### src/rtl/control_unit_if.sv
// Control bundle between the main control FSM and the datapath.
// The datapath holds op/func/stop_bit stable from DECODE until the instruction completes.
interface control_unit_if;
  logic [4:0] func;
  logic [1:0] op;
  logic       stop_bit;
  logic       zero;
  logic [1:0] PCSrc;
  logic       StackRd;
  logic       StackWr;
  logic       RegWr;
  logic       RegSrc;
  logic       ExtOp;
  logic [3:0] ALUOp;
  logic [1:0] ALUSrc;
  logic       MemWr;
  logic       MemRd;
  logic       WBData;

  modport master (
    input  func, op, stop_bit, zero,
    output PCSrc, StackRd, StackWr, RegWr, RegSrc, ExtOp, ALUOp, ALUSrc,
           MemWr, MemRd, WBData
  );

  modport slave (
    output func, op, stop_bit, zero,
    input  PCSrc, StackRd, StackWr, RegWr, RegSrc, ExtOp, ALUOp, ALUSrc,
           MemWr, MemRd, WBData
  );
endinterface

### src/rtl/control_unit.sv
// Multi-cycle main control FSM: FETCH/DECODE/EXEC/MEM/WB sequencing for the RISC core.
// state_dbg exposes the state register (FETCH=0 .. WB=4).
module control_unit (
  input  logic                 clk,
  input  logic                 reset,
  control_unit_if.master       bus,
  output logic [2:0]           state_dbg
);

  typedef enum logic [2:0] {FETCH, DECODE, EXEC, MEM, WB} state_t;

  localparam logic [1:0] OP_R = 2'b00, OP_I = 2'b01, OP_J = 2'b10, OP_S = 2'b11;
  localparam logic [1:0] PC_HOLD = 2'b00, PC_INC = 2'b01, PC_OFF = 2'b10, PC_STACK = 2'b11;
  localparam logic [3:0] ALU_AND = 4'b0000, ALU_ADD = 4'b0001, ALU_SUB = 4'b0010,
                         ALU_SLL = 4'b0011, ALU_SRL = 4'b0100;
  localparam logic [1:0] SRC_REG = 2'b00, SRC_IMM = 2'b01, SRC_SHAMT = 2'b10;

  state_t state, next_state;

  logic       valid, is_jump, is_beq, is_cmp, is_lw, is_sw;
  logic       d_regsrc, d_ext, d_wb;
  logic [3:0] d_aluop;
  logic [1:0] d_alusrc;

  always_ff @(posedge clk or negedge reset) begin
    if (!reset) state <= FETCH;
    else        state <= next_state;
  end

  assign state_dbg = state;

  // Instruction decode; undefined op/func leaves valid low and every field zero.
  always_comb begin
    valid    = 1'b0;
    is_jump  = 1'b0;
    is_beq   = 1'b0;
    is_cmp   = 1'b0;
    is_lw    = 1'b0;
    is_sw    = 1'b0;
    d_regsrc = 1'b0;
    d_ext    = 1'b0;
    d_wb     = 1'b0;
    d_aluop  = ALU_AND;
    d_alusrc = SRC_REG;
    case (bus.op)
      OP_R: begin
        case (bus.func)
          5'd0: valid = 1'b1;
          5'd1: begin valid = 1'b1; d_aluop = ALU_ADD; end
          5'd2: begin valid = 1'b1; d_aluop = ALU_SUB; end
          5'd3: begin valid = 1'b1; d_aluop = ALU_SUB; is_cmp = 1'b1; end
          default: ;
        endcase
      end
      OP_I: begin
        case (bus.func)
          5'd0: begin valid = 1'b1; d_alusrc = SRC_IMM; end
          5'd1: begin valid = 1'b1; d_ext = 1'b1; d_aluop = ALU_ADD; d_alusrc = SRC_IMM; end
          5'd2: begin
            valid = 1'b1; is_lw = 1'b1; d_ext = 1'b1;
            d_aluop = ALU_ADD; d_alusrc = SRC_IMM; d_wb = 1'b1;
          end
          5'd3: begin
            valid = 1'b1; is_sw = 1'b1; d_ext = 1'b1; d_regsrc = 1'b1;
            d_aluop = ALU_ADD; d_alusrc = SRC_IMM;
          end
          5'd4: begin valid = 1'b1; is_beq = 1'b1; d_regsrc = 1'b1; d_aluop = ALU_SUB; end
          default: ;
        endcase
      end
      OP_J: begin
        if (bus.func <= 5'd2) begin
          valid   = 1'b1;
          is_jump = 1'b1;
        end
      end
      OP_S: begin
        case (bus.func)
          5'd0: begin valid = 1'b1; d_aluop = ALU_SLL; d_alusrc = SRC_SHAMT; end
          5'd1: begin valid = 1'b1; d_aluop = ALU_SRL; d_alusrc = SRC_SHAMT; end
          5'd2: begin valid = 1'b1; d_aluop = ALU_SLL; end
          5'd3: begin valid = 1'b1; d_aluop = ALU_SRL; end
          default: ;
        endcase
      end
      default: ;
    endcase
  end

  // Next state and datapath controls; completion either steps the PC or returns via the stack.
  always_comb begin
    next_state  = state;
    bus.PCSrc   = PC_HOLD;
    bus.StackRd = 1'b0;
    bus.StackWr = 1'b0;
    bus.RegWr   = 1'b0;
    bus.MemWr   = 1'b0;
    bus.MemRd   = 1'b0;
    bus.RegSrc  = 1'b0;
    bus.ExtOp   = 1'b0;
    bus.ALUOp   = ALU_AND;
    bus.ALUSrc  = SRC_REG;
    bus.WBData  = 1'b0;

    if (state != FETCH) begin
      bus.RegSrc = d_regsrc;
      bus.ExtOp  = d_ext;
      bus.ALUOp  = d_aluop;
      bus.ALUSrc = d_alusrc;
      bus.WBData = d_wb;
    end

    case (state)
      FETCH: next_state = DECODE;
      DECODE: begin
        if (!valid) begin
          bus.PCSrc  = PC_INC;
          next_state = FETCH;
        end else if (is_jump) begin
          next_state = FETCH;
          case (bus.func[1:0])
            2'd0: bus.PCSrc = PC_OFF;
            2'd1: begin bus.PCSrc = PC_OFF; bus.StackWr = 1'b1; end
            default: begin bus.PCSrc = PC_STACK; bus.StackRd = 1'b1; end
          endcase
        end else begin
          next_state = EXEC;
        end
      end
      EXEC: begin
        if (is_beq) begin
          bus.PCSrc  = bus.zero ? PC_OFF : PC_INC;
          next_state = FETCH;
        end else if (is_cmp) begin
          bus.PCSrc   = bus.stop_bit ? PC_STACK : PC_INC;
          bus.StackRd = bus.stop_bit;
          next_state  = FETCH;
        end else if (is_lw || is_sw) begin
          next_state = MEM;
        end else begin
          next_state = WB;
        end
      end
      MEM: begin
        if (is_lw) begin
          bus.MemRd  = 1'b1;
          next_state = WB;
        end else begin
          bus.MemWr   = 1'b1;
          bus.PCSrc   = bus.stop_bit ? PC_STACK : PC_INC;
          bus.StackRd = bus.stop_bit;
          next_state  = FETCH;
        end
      end
      WB: begin
        bus.RegWr   = 1'b1;
        bus.PCSrc   = bus.stop_bit ? PC_STACK : PC_INC;
        bus.StackRd = bus.stop_bit;
        next_state  = FETCH;
      end
      default: next_state = FETCH;
    endcase
  end

endmodule

### src/flat_wrapper.sv
// flat-port wrapper written by rule: the top's interface ports become plain ports
module control_unit_flat 
  (clk, reset, state_dbg, bus_func, bus_op, bus_stop_bit, bus_zero, bus_PCSrc, bus_StackRd, bus_StackWr, bus_RegWr, bus_RegSrc, bus_ExtOp, bus_ALUOp, bus_ALUSrc, bus_MemWr, bus_MemRd, bus_WBData);
  control_unit_if bus_i ();
  input  logic clk;
  input  logic reset;
  output logic [2:0] state_dbg;
  input wire logic [$bits(bus_i.func)-1:0] bus_func;
  input wire logic [$bits(bus_i.op)-1:0] bus_op;
  input wire logic [$bits(bus_i.stop_bit)-1:0] bus_stop_bit;
  input wire logic [$bits(bus_i.zero)-1:0] bus_zero;
  output wire logic [$bits(bus_i.PCSrc)-1:0] bus_PCSrc;
  output wire logic [$bits(bus_i.StackRd)-1:0] bus_StackRd;
  output wire logic [$bits(bus_i.StackWr)-1:0] bus_StackWr;
  output wire logic [$bits(bus_i.RegWr)-1:0] bus_RegWr;
  output wire logic [$bits(bus_i.RegSrc)-1:0] bus_RegSrc;
  output wire logic [$bits(bus_i.ExtOp)-1:0] bus_ExtOp;
  output wire logic [$bits(bus_i.ALUOp)-1:0] bus_ALUOp;
  output wire logic [$bits(bus_i.ALUSrc)-1:0] bus_ALUSrc;
  output wire logic [$bits(bus_i.MemWr)-1:0] bus_MemWr;
  output wire logic [$bits(bus_i.MemRd)-1:0] bus_MemRd;
  output wire logic [$bits(bus_i.WBData)-1:0] bus_WBData;
  assign bus_i.func = bus_func;
  assign bus_i.op = bus_op;
  assign bus_i.stop_bit = bus_stop_bit;
  assign bus_i.zero = bus_zero;
  assign bus_PCSrc = bus_i.PCSrc;
  assign bus_StackRd = bus_i.StackRd;
  assign bus_StackWr = bus_i.StackWr;
  assign bus_RegWr = bus_i.RegWr;
  assign bus_RegSrc = bus_i.RegSrc;
  assign bus_ExtOp = bus_i.ExtOp;
  assign bus_ALUOp = bus_i.ALUOp;
  assign bus_ALUSrc = bus_i.ALUSrc;
  assign bus_MemWr = bus_i.MemWr;
  assign bus_MemRd = bus_i.MemRd;
  assign bus_WBData = bus_i.WBData;
  control_unit u_core (.clk(clk), .reset(reset), .bus(bus_i), .state_dbg(state_dbg));
endmodule
### config.mk
export PLATFORM = sky130hd
export DESIGN_NAME = control_unit_flat
export DESIGN_NICKNAME = d
export VERILOG_FILES = /design/src/rtl/control_unit_if.sv /design/src/rtl/control_unit.sv /design/src/flat_wrapper.sv
export SDC_FILE = /design/constraint.sdc
export NUM_CORES = 1
export LEC_CHECK = 0
export ABC_AREA = 1
export ABC_CLOCK_PERIOD_IN_PS = 2370
export BUFFER_PORTS_ARGS = -buffer_cell sky130_fd_sc_hd__buf_2
export CAP_MARGIN = 20
export CORE_ASPECT_RATIO = 1.5
export CORE_UTILIZATION = 25
export DETAILED_ROUTE_END_ITERATION = 7
export PLACE_DENSITY = 0.6
export SLEW_MARGIN = 25
export SYNTH_ARGS = -nofsm -noshare
export SYNTH_HDL_FRONTEND = slang
export SYNTH_SLANG_ARGS = --single-unit
### constraint.sdc
create_clock -name clk -period 2.37 [get_ports clk]
set_input_delay 0.711 -clock clk [delete_from_list [all_inputs] [get_ports clk]]
set_output_delay 0.711 -clock clk [all_outputs]
set_load 0.03 [all_outputs]
==> out/qor.log, run 1 <==
INFO  power_and_ir_drop static-leakage-power=0.624nW
INFO  sta            final_min_period_over_clock_period=102%
INFO  grt            globalRoute.totalOverflow=0
INFO  floorplan      rows=21
INFO  floorplan      io_pins=30
INFO  drt            final_antenna_net_count=0
INFO  synth          netlist.area_leader.share=13.5%
INFO  grt            initial_antenna_violation_count=0
INFO  sta            final.setup_skew=2.86ps
INFO  worst_setup_path crit_required=1660ps
INFO  drt            vias_per_cell=4.75
INFO  job            drv_cap=0
INFO  place          dp_worst_setup_slack=-211ps
INFO  worst_setup_path cp-end-kind=primary output
INFO  drt            vias=845
INFO  sta            finalWorstSetupSlack=-51.7ps
INFO  synth          synthesis.instances=108
INFO  final_layout   antenna_cells_inserted=0
INFO  worst_setup_path crit_buf_inv=4
INFO  clock_network  cts_hold_buffers=0
INFO  status         violations_in_the_final_reports=setup timing
INFO  synth          synthTopCellsByArea=inv_1 (13%), nand2_1 (13%), nand3_1 (13%)
INFO  grt            pin_count_of_the_biggest_net_entering_global_routing=7
INFO  worst_setup_path r2r_depth=5
INFO  synth          synth.yosys.warnings=0
INFO  synth          synth.ff_latch_count=3
INFO  sta            slew_viol_final=0
INFO  clock_network  cts.clk_slew.worst_paths=40ps
INFO  worst_setup_path peak_fanout_along_the_critical_path=6
INFO  synth          synthSimpleGateAreaFrac=55.0%
INFO  worst_setup_path worstSetupPathType=input port to primary output
INFO  floorplan      floorplan.core_area=2260µm²
INFO  floorplan      die_width=42.4µm
INFO  worst_setup_path reg2reg_slack=1220ps
INFO  final_layout   final_layout_size_suffix_gt1_share=55.5%
INFO  synth          synth-xor-area-share=0%
INFO  status         outcome=finished, violations left
INFO  synth          netlist-cell-type-count=23
INFO  drt            drtIter0Drc=10
INFO  drt            drt_wl_total=1920µm
INFO  drt            detail_route.wl_per_cell=10.8µm
INFO  worst_setup_path worst-endpoint-arrival=1710ps
INFO  final_layout   largest_register_ff_count=3
INFO  synth          ys.flop_type=dfrtp_1
INFO  worst_setup_path reg2reg_from=u_core.state_dbg[0]
INFO  synth          synth-compound-area-share=4.70%
INFO  floorplan      effective_utilization_at_floorplan=27.1%
INFO  floorplan      die_area=2650µm²
INFO  grt            first_global_vias=813
INFO  worst_setup_path worst_stage_delay_on_the_critical_path=170ps
INFO  worst_setup_path regToRegEndpoint=u_core.state_dbg[2]
INFO  clock_network  cts_tree=built
INFO  worst_setup_path cp_top_family=buffers and inverters
INFO  power_and_ir_drop power.density=454nW/µm²
INFO  worst_setup_path setup.worst_path.start_class=input port
INFO  clock_network  ctsRootBufferMaster=clkbuf_4
INFO  place          postPlaceCellArea=900µm²
INFO  sta            layout_min_cycle_time=2420ps
INFO  grt            groute.usage.overall=15.3%
INFO  final_layout   fillCellCount=238
INFO  place          post-dp-hpwl=1550µm
INFO  power_and_ir_drop max-vdd-ir-drop=219µV
INFO  synth          synth.top_cells.by_count=inv_1 (22), nand2_1 (22), nand3_1 (16), nor2_1 (14), ha_1 (5)
INFO  synth          syn_avg_cell_area=5.67µm²
INFO  worst_setup_path worst_path_cell_trace=buf_8 -> inv_4 -> nand2_4 -> nor2_4 -> buf_4 -> nand2_1 -> o21ai_1 -> nor2_1 -> nor2_2 -> buf_6
INFO  grt            grt_first_pass_wirelength=3280µm
INFO  synth          synth.mux.area_fraction=0%
INFO  synth          seq_area_frac_synth=12.3%
INFO  synth          synth_enable_flop_cells=0
INFO  worst_hold_path hold_path_class=input port to asynchronous set/reset pin
INFO  synth          synth_net_count=124
INFO  clock_network  clock-sinks=3
INFO  synth          largest_family_of_logic_cells_by_synthesized_area=simple AND/OR/NAND/NOR gates
INFO  final_layout   post-route-cell-area=1170µm²
INFO  synth          post_synth_fa_ha_maj_area_fraction=10.2%
INFO  final_layout   final_nets=172
INFO  worst_setup_path critPathSlowestCell=buf_4
INFO  sta            finalSetupViolations=5
INFO  place          port_buffers=28
INFO  clock_network  worst_skew_pair.late_latency=230ps
INFO  drt            drt-pass1-iter-count=4
INFO  sta            hold_viol_final=0
INFO  synth          synth_area=612µm²
INFO  drt            drc_errors=0
INFO  sta            achievable-frequency=413MHz
INFO  clock_network  cts_max_level=1
INFO  synth          cell_type_contributing_the_most_total_cell_area_after_synthesis=inv_1
INFO  floorplan      dieHeight=62.6µm
INFO  place          routability_congestion_estimate=0.875
INFO  clock_network  max-clock-path-buffers=2
INFO  synth          asyncSetResetFlopFracSynth=100%
INFO  sta            rsz0062_at_grt=yes
INFO  final_layout   area_growth=91.6%
INFO  clock_network  numCtsBuffers=3
layout make-up:
| class | count | area [µm²] | share of cell area (%) |
|---|---|---|---|
| clock buffers | 4 | 26.3 | 2.24 |
| flip-flops and latches | 3 | 75.1 | 6.40 |
| well taps | 23 | 28.8 | 2.45 |
| repair buffers | 45 | 378 | 32.2 |
| multi-input cells | 80 | 566 | 48.2 |
| inverters | 23 | 98.8 | 8.43 |
per-stage QoR:
| step | TNS (ps) | power, mW | hold slack (ps) | util, % | instances |
|---|---|---|---|---|---|
| after floorplan | 0 | 0.283 | 415 | - | 108 |
| after global placement | -1250 | 0.372 | 505 | 39.8 | 173 |
| after detailed placement | -1330 | 0.377 | 509 | 39.8 | 173 |
| after CTS | -228 | 0.528 | 259 | 49.9 | 178 |
| after global routing | -941 | 0.574 | 259 | 51.9 | 178 |
| final | -193 | 0.533 | 263 | 51.9 | 178 |
timing repair:
action | in CTS | in global routing
endpoints found under the hold margin | 0 | 0
gates resized for setup | 54 | 18
pin swaps | 17 | 2
setup buffers | 1 | 0
setup endpoints to repair | 13 | 14
gates cloned | 0 | 0
report_power, final:
group          total, mW  switching (mW)  internal (mW)
Clock             0.0899          0.0268         0.0631
Sequential        0.0803          0.0145         0.0658
Combinational      0.363           0.230          0.132
Total              0.533           0.272          0.261
kinds of logic (layout without fill, tap and decap cells):
kind of cell / count (synthesis) / count (layout)
other: 1 / 1
AO/OA/AOI/OAI: 5 / 5
AND/OR/NAND/NOR: 69 / 69
adder cells (fa/ha/maj): 5 / 5
flip-flops: 3 / 3
buffers and inverters: 25 / 72
worst max-delay path by stage:
stage | start | to | slack [ps] | depth (start not counted)
2_1_floorplan | bus_op[1] | bus_PCSrc[1] | 30 | 8
4_1_cts | bus_func[3] | bus_StackRd | -60 | 10
3_3_place_gp | bus_op[0] | bus_PCSrc[1] | -220 | 10
6_report | bus_func[3] | bus_ALUOp[1] | -50 | 10
5_1_grt | bus_func[3] | bus_PCSrc[0] | -160 | 10
3_5_place_dp | bus_op[1] | bus_PCSrc[1] | -210 | 10
per-layer routing:
metal  part of all wire [%]  GRT usage (%)  wire length, µm  vias up
met5                      0              0                0        -
met4                   0.37           4.69                7        0
met3                    3.2           1.73               62        2
met2                     61           31.5             1160       25
met1                     36           14.6              681      390
li1                       -              -                -      428
worst register-to-register path: stages (launching register included):
cell,delay [ps]
dfrtp_1,380
inv_1,80
nor3_2,270
nand3_1,140
buf_4,150
nand2_1,70
cells in the final DEF (no fill, tap or decap), drive strengths merged:
cell type and n:
dfrtp 3, and2 1, nor2 19, or2 1
conb 1, o21ai 4, nand4 3, clkbuf 7
a21oi 1, buf 42, inv 23, nand3 17
ha 5, nor3 4, nand2 24
Note: power is estimated with default switching activity, not from simulation.
==> run 2: changes to the inputs <==
Settings changed: ABC_CLOCK_PERIOD_IN_PS 2370 to 2750.
Clock period 2.37 ns to 2.75 ns, I/O delays scaled along.
==> out/qor.log, run 2 (synthesis results as in run 1) <==
INFO  place          place.detailed.instances=164
INFO  clock_network  cts.clk_slew.worst_paths=40ps
INFO  power_and_ir_drop max-vdd-ir-drop=212µV
INFO  sta            finalSetupViolations=0
INFO  clock_network  clock-sinks=3
INFO  final_layout   most_frequent_cells_in_the_layout=buf_2 (19), inv_1 (18), nand2_1 (18)
INFO  final_layout   largest_register_ff_count=3
INFO  grt            globalRoute.totalOverflow=0
INFO  floorplan      rows=21
INFO  drt            topRoutingLayerUsed=met4
INFO  floorplan      io_pins=30
INFO  drt            vias_per_cell=4.77
INFO  drt            drc_errors=0
INFO  sta            final_min_period_over_clock_period=98.2%
INFO  worst_setup_path worst-endpoint-arrival=1880ps
INFO  clock_network  worst_skew_pair.late_latency=250ps
INFO  worst_setup_path crit_buf_inv=4
INFO  worst_setup_path worst_path_cell_trace=buf_2 -> buf_4 -> ha_4 -> buf_4 -> nand3_1 -> nand2_1 -> a21oi_2 -> nand2_1 -> buf_6
INFO  final_layout   seq_area=75.1µm²
INFO  drt            detail_route.wl_per_cell=10.9µm
INFO  place          post-dp-hpwl=1500µm
INFO  final_layout   multi_input_area=515µm²
INFO  clock_network  cts_max_level=1
INFO  worst_setup_path cp-end-kind=primary output
INFO  floorplan      die_area=2650µm²
INFO  drt            drt_wl_total=1850µm
INFO  grt            groute.usage.overall=14.1%
INFO  sta            hold_viol_final=0
INFO  place          dp_worst_setup_slack=-43.4ps
INFO  power_and_ir_drop net_sw_share=52.9%
INFO  worst_setup_path setup.worst_path.start_class=input port
INFO  worst_setup_path cp_top_family=buffers and inverters
INFO  sta            finalWorstSetupSlack=48.7ps
INFO  drt            drt-pass1-iter-count=4
INFO  power_and_ir_drop p_int=0.205mW
INFO  clock_network  numCtsBuffers=3
INFO  final_layout   fillCellCount=249
INFO  worst_setup_path critPathSlowestCell=ha_4
INFO  final_layout   final_nets=164
INFO  power_and_ir_drop power.density=440nW/µm²
INFO  floorplan      floorplan.core_area=2260µm²
INFO  drt            wirelength_met1=670µm
INFO  sta            finalHoldWorstSlack=355ps
INFO  final_layout   final_cells=170
INFO  grt            first_global_vias=826
INFO  worst_setup_path worstSetupPathType=input port to primary output
INFO  power_and_ir_drop p_seq_share=16.0%
INFO  power_and_ir_drop power.clock.fraction=19.7%
INFO  final_layout   final_layout_size_suffix_gt1_share=46.9%
INFO  drt            drtIter0Drc=14
INFO  final_layout   area_growth=61.8%
INFO  final_layout   layout.cells.most_common=buf_2
INFO  drt            routed-wl-met2=1070µm
INFO  floorplan      effective_utilization_at_floorplan=27.1%
INFO  worst_setup_path r2r_depth=4
INFO  clock_network  max-clock-path-buffers=2
INFO  place          port_buffers=28
INFO  floorplan      die_width=42.4µm
INFO  grt            pin_count_of_the_biggest_net_entering_global_routing=9
INFO  sta            layout_min_cycle_time=2700ps
INFO  sta            achievable-frequency=370MHz
INFO  floorplan      dieHeight=62.6µm
INFO  worst_setup_path crit_required=1930ps
INFO  power_and_ir_drop static-leakage-power=0.562nW
INFO  worst_hold_path hold_path_class=input port to asynchronous set/reset pin
INFO  worst_setup_path reg2reg_slack=1550ps
INFO  worst_setup_path worst_stage_delay_on_the_critical_path=170ps
INFO  drt            met3_wire_length=69µm
INFO  sta            final.setup_skew=9.59ps
INFO  power_and_ir_drop totalPowerFinal=0.436mW
INFO  worst_setup_path regToRegEndpoint=u_core.state_dbg[2]
INFO  power_and_ir_drop power_switching=0.231mW
INFO  job            drv_cap=0
INFO  worst_setup_path peak_fanout_along_the_critical_path=4
INFO  worst_setup_path reg2reg_from=u_core.state_dbg[0]
INFO  power_and_ir_drop p_comb_share=64.3%
INFO  status         outcome=completed
INFO  grt            initial_antenna_violation_count=0
INFO  clock_network  cts_tree=built
INFO  place          routability_congestion_estimate=0.875
INFO  final_layout   antenna_cells_inserted=0
INFO  grt            grt_first_pass_wirelength=3080µm
INFO  drt            final_antenna_net_count=0
INFO  clock_network  cts_hold_buffers=0
INFO  clock_network  ctsRootBufferMaster=clkbuf_4
INFO  sta            rsz0062_at_grt=yes
INFO  final_layout   fin_util=43.8%
INFO  drt            vias=811
INFO  sta            slew_viol_final=0
[run 2: cell types whose count changed in the layout (fill, tap and decap cells not counted), moves of 3 or more]
cell,change
buf_2,+8
buf_4,-3
buf_6,-8
clkbuf_4,-3
inv_1,+3
nand2_1,-4
nand2_2,+5
nor2_1,+4
nor2_2,-4
[run 2: final cells by class]
class / instances / share of cell area (%)
Sequential cell: 3 / 7.59
Clock buffer: 4 / 2.65
Tap cell: 23 / 2.91
Inverter: 23 / 9.23
Multi-Input combinational cell: 80 / 52.1
Timing Repair Buffer: 37 / 25.5
[run 2: worst max path at each step]
stage,start,to,slack (ps),cells after the start
global placement,bus_op[0],bus_PCSrc[1],-50,10
detailed placement,bus_op[0],bus_PCSrc[1],-40,10
floorplan,bus_func[4],bus_ALUSrc[1],80,5
finish,bus_op[0],bus_PCSrc[0],50,9
global route,bus_op[1],bus_PCSrc[0],-40,10
CTS,bus_op[0],bus_PCSrc[1],-0.5,10
[run 2: repair_timing]
item,4_1_cts,5_1_grt
pin swaps,0,8
buffers inserted,0,2
endpoints found under the setup margin,2,9
gates resized for setup,3,41
[run 2: power groups by stage]
| stage | Sequential [mW] | Combinational, mW | Clock (mW) |
|---|---|---|---|
| 2_1_floorplan | 0.0921 | 0.147 | 0 |
| 3_3_place_gp | 0.0686 | 0.240 | 0 |
| 3_5_place_dp | 0.0698 | 0.241 | 0 |
| 4_1_cts | 0.0692 | 0.243 | 0.0832 |
| 5_1_grt | 0.0712 | 0.304 | 0.0900 |
| 6_report | 0.0696 | 0.280 | 0.0860 |
[run 2: metrics by stage]
stage | cell area [µm²] | TNS [ps]
after floorplan | 617 | 0
after global placement | 820 | -77.8
after detailed placement | 820 | -64.3
after CTS | 853 | -0.455
after global routing | 990 | -160
final | 990 | 0
[run 2: layer usage]
metal  track usage (%)  vias up
li1                  -      410
met1              13.1      374
met2              28.7       23
met3             0.867        4
met4              7.03        0
met5                 0        -
==> run 3: changes to the inputs <==
Settings changed: PLACE_DENSITY 0.6 to not set, REMOVE_ABC_BUFFERS set to 1.
==> out/qor.log, run 3 (synthesis results as in run 1) <==
INFO  status         outcome=completed
INFO  worst_setup_path crit_buf_inv=3
INFO  worst_setup_path worst_path_cell_trace=buf_8 -> inv_4 -> nand2_4 -> nor2_4 -> nand3_2 -> o21ai_2 -> and2_2 -> clkbuf_4
INFO  sta            hold_viol_final=0
INFO  grt            pin_count_of_the_biggest_net_entering_global_routing=9
INFO  floorplan      floorplan.core_area=2260µm²
INFO  final_layout   final_cells=166
INFO  power_and_ir_drop static-leakage-power=0.547nW
INFO  floorplan      dieHeight=62.6µm
INFO  sta            final.setup_skew=0.184ps
INFO  clock_network  cts_max_level=1
INFO  clock_network  cts_hold_buffers=0
INFO  place          post-dp-hpwl=1480µm
INFO  place          routability_congestion_estimate=0.835
INFO  final_layout   post-route-cell-area=953µm²
INFO  final_layout   area_growth=55.8%
INFO  drt            drt-pass1-iter-count=4
INFO  final_layout   antenna_cells_inserted=0
INFO  worst_setup_path cp_top_family=simple AND/OR/NAND/NOR gates
INFO  final_layout   largest_register_ff_count=3
INFO  job            drv_cap=0
INFO  clock_network  max-clock-path-buffers=2
INFO  worst_setup_path setup.worst_path.start_class=input port
INFO  place          port_buffers=28
INFO  final_layout   most_frequent_cells_in_the_layout=nand2_1 (19), inv_1 (16), buf_2 (16)
INFO  drt            vias_per_cell=4.76
INFO  grt            gr-usage-met2=28.8%
INFO  floorplan      io_pins=30
INFO  worst_setup_path worstSetupPathType=input port to primary output
INFO  clock_network  clock-sinks=3
INFO  grt            met1_usage=12.3%
INFO  final_layout   final_nets=160
INFO  drt            final_antenna_net_count=0
INFO  grt            first_global_vias=814
INFO  final_layout   fillCellCount=248
INFO  clock_network  worst_skew_pair.late_latency=230ps
INFO  worst_setup_path worst-endpoint-arrival=1870ps
INFO  power_and_ir_drop max-vdd-ir-drop=203µV
INFO  clock_network  ctsRootBufferMaster=clkbuf_4
INFO  clock_network  cts_tree=built
INFO  floorplan      effective_utilization_at_floorplan=27.1%
INFO  power_and_ir_drop power.density=437nW/µm²
INFO  sta            final_min_period_over_clock_period=98.2%
INFO  worst_hold_path hold_path_class=input port to asynchronous set/reset pin
INFO  grt            grt_first_pass_wirelength=3060µm
INFO  final_layout   multi_input_area=507µm²
INFO  drt            drtIter0Drc=7
INFO  drt            drc_errors=0
INFO  drt            vias=790
INFO  place          postPlaceCellArea=792µm²
INFO  worst_setup_path cp-end-kind=primary output
INFO  floorplan      die_area=2650µm²
INFO  worst_setup_path worst_stage_delay_on_the_critical_path=210ps
INFO  grt            busiest_layer=met2
INFO  sta            rsz0062_at_grt=yes
INFO  final_layout   seq_area=75.1µm²
INFO  clock_network  numCtsBuffers=3
INFO  sta            layout_min_cycle_time=2700ps
INFO  worst_setup_path peak_fanout_along_the_critical_path=8
INFO  grt            groute.layer.met3.usage=3.18%
INFO  floorplan      rows=21
INFO  sta            slew_viol_final=0
INFO  drt            drt_wl_total=1690µm
INFO  grt            globalRoute.totalOverflow=0
INFO  final_layout   final_layout_size_suffix_gt1_share=46.9%
INFO  worst_setup_path crit_required=1930ps
INFO  floorplan      die_width=42.4µm
INFO  grt            groute.usage.overall=14.2%
INFO  sta            finalSetupViolations=0
INFO  drt            detail_route.wl_per_cell=10.2µm
INFO  clock_network  cts.clk_slew.worst_paths=40ps
INFO  grt            initial_antenna_violation_count=0
INFO  worst_setup_path critPathSlowestCell=nor2_4
INFO  place          place.detailed.instances=161
INFO  final_layout   layout.cells.most_common=nand2_1
INFO  sta            achievable-frequency=370MHz
==> run 3: cell types whose count changed in the layout (fill, tap and decap cells not counted), sizes merged <==
cell	previous run	this run
buf	37	30
clkbuf	4	7
==> run 3: where the power goes <==
group / total [mW] / switching, mW / internal [mW]
Sequential: 0.0684 / 0.0117 / 0.0567
Clock: 0.0781 / 0.0237 / 0.0544
Combinational: 0.270 / 0.182 / 0.0882
==> run 3: per-layer routing <==
layer  wire (µm)  vias to the layer above
li1            -                      401
met1         593                      361
met2         990                       26
met3          92                        2
met4          11                        0
met5           0                        -
==> run 3: layout make-up <==
class / instances / area share (%)
inverters: 23 / 9.84
clock buffers: 4 / 2.76
repair buffers: 33 / 23.4
multi-input cells: 80 / 53.1
well taps: 23 / 3.02
flip-flops and latches: 3 / 7.87
==> run 3: through the flow <==
stage	power [mW]	hold slack (ps)	worst slack (ps)	TNS, ps	util (%)
after floorplan	0.233	529	-15.1	-15.1	-
after global placement	0.305	619	-89.4	-89.4	35.0
after detailed placement	0.308	622	-89.0	-97.1	35.0
after CTS	0.392	370	15.5	0	36.7
after global routing	0.453	366	-40.6	-60.9	42.2
final	0.417	375	50.5	0	42.2
==> run 3: worst paths after layout <==
check	to	depth (start not counted)	start	slack, ps
hold reg to reg	u_core.state_dbg[0]	3	u_core.state_dbg[1]	650
setup reg to reg	u_core.state_dbg[2]	4	u_core.state_dbg[0]	1650
min in group clk	u_core.state_dbg[0]	3	u_core.state_dbg[1]	650
setup / recovery	bus_ExtOp	8	bus_func[3]	50
max in group asynchronous	u_core.state_dbg[1]	1	reset	2270
hold / removal	u_core.state_dbg[2]	1	reset	380
==> run 3: timing repair <==
item,in CTS,in global routing
setup endpoints to repair,2,10
pin swaps,0,10
setup buffers,0,1
gates resized for setup,3,46
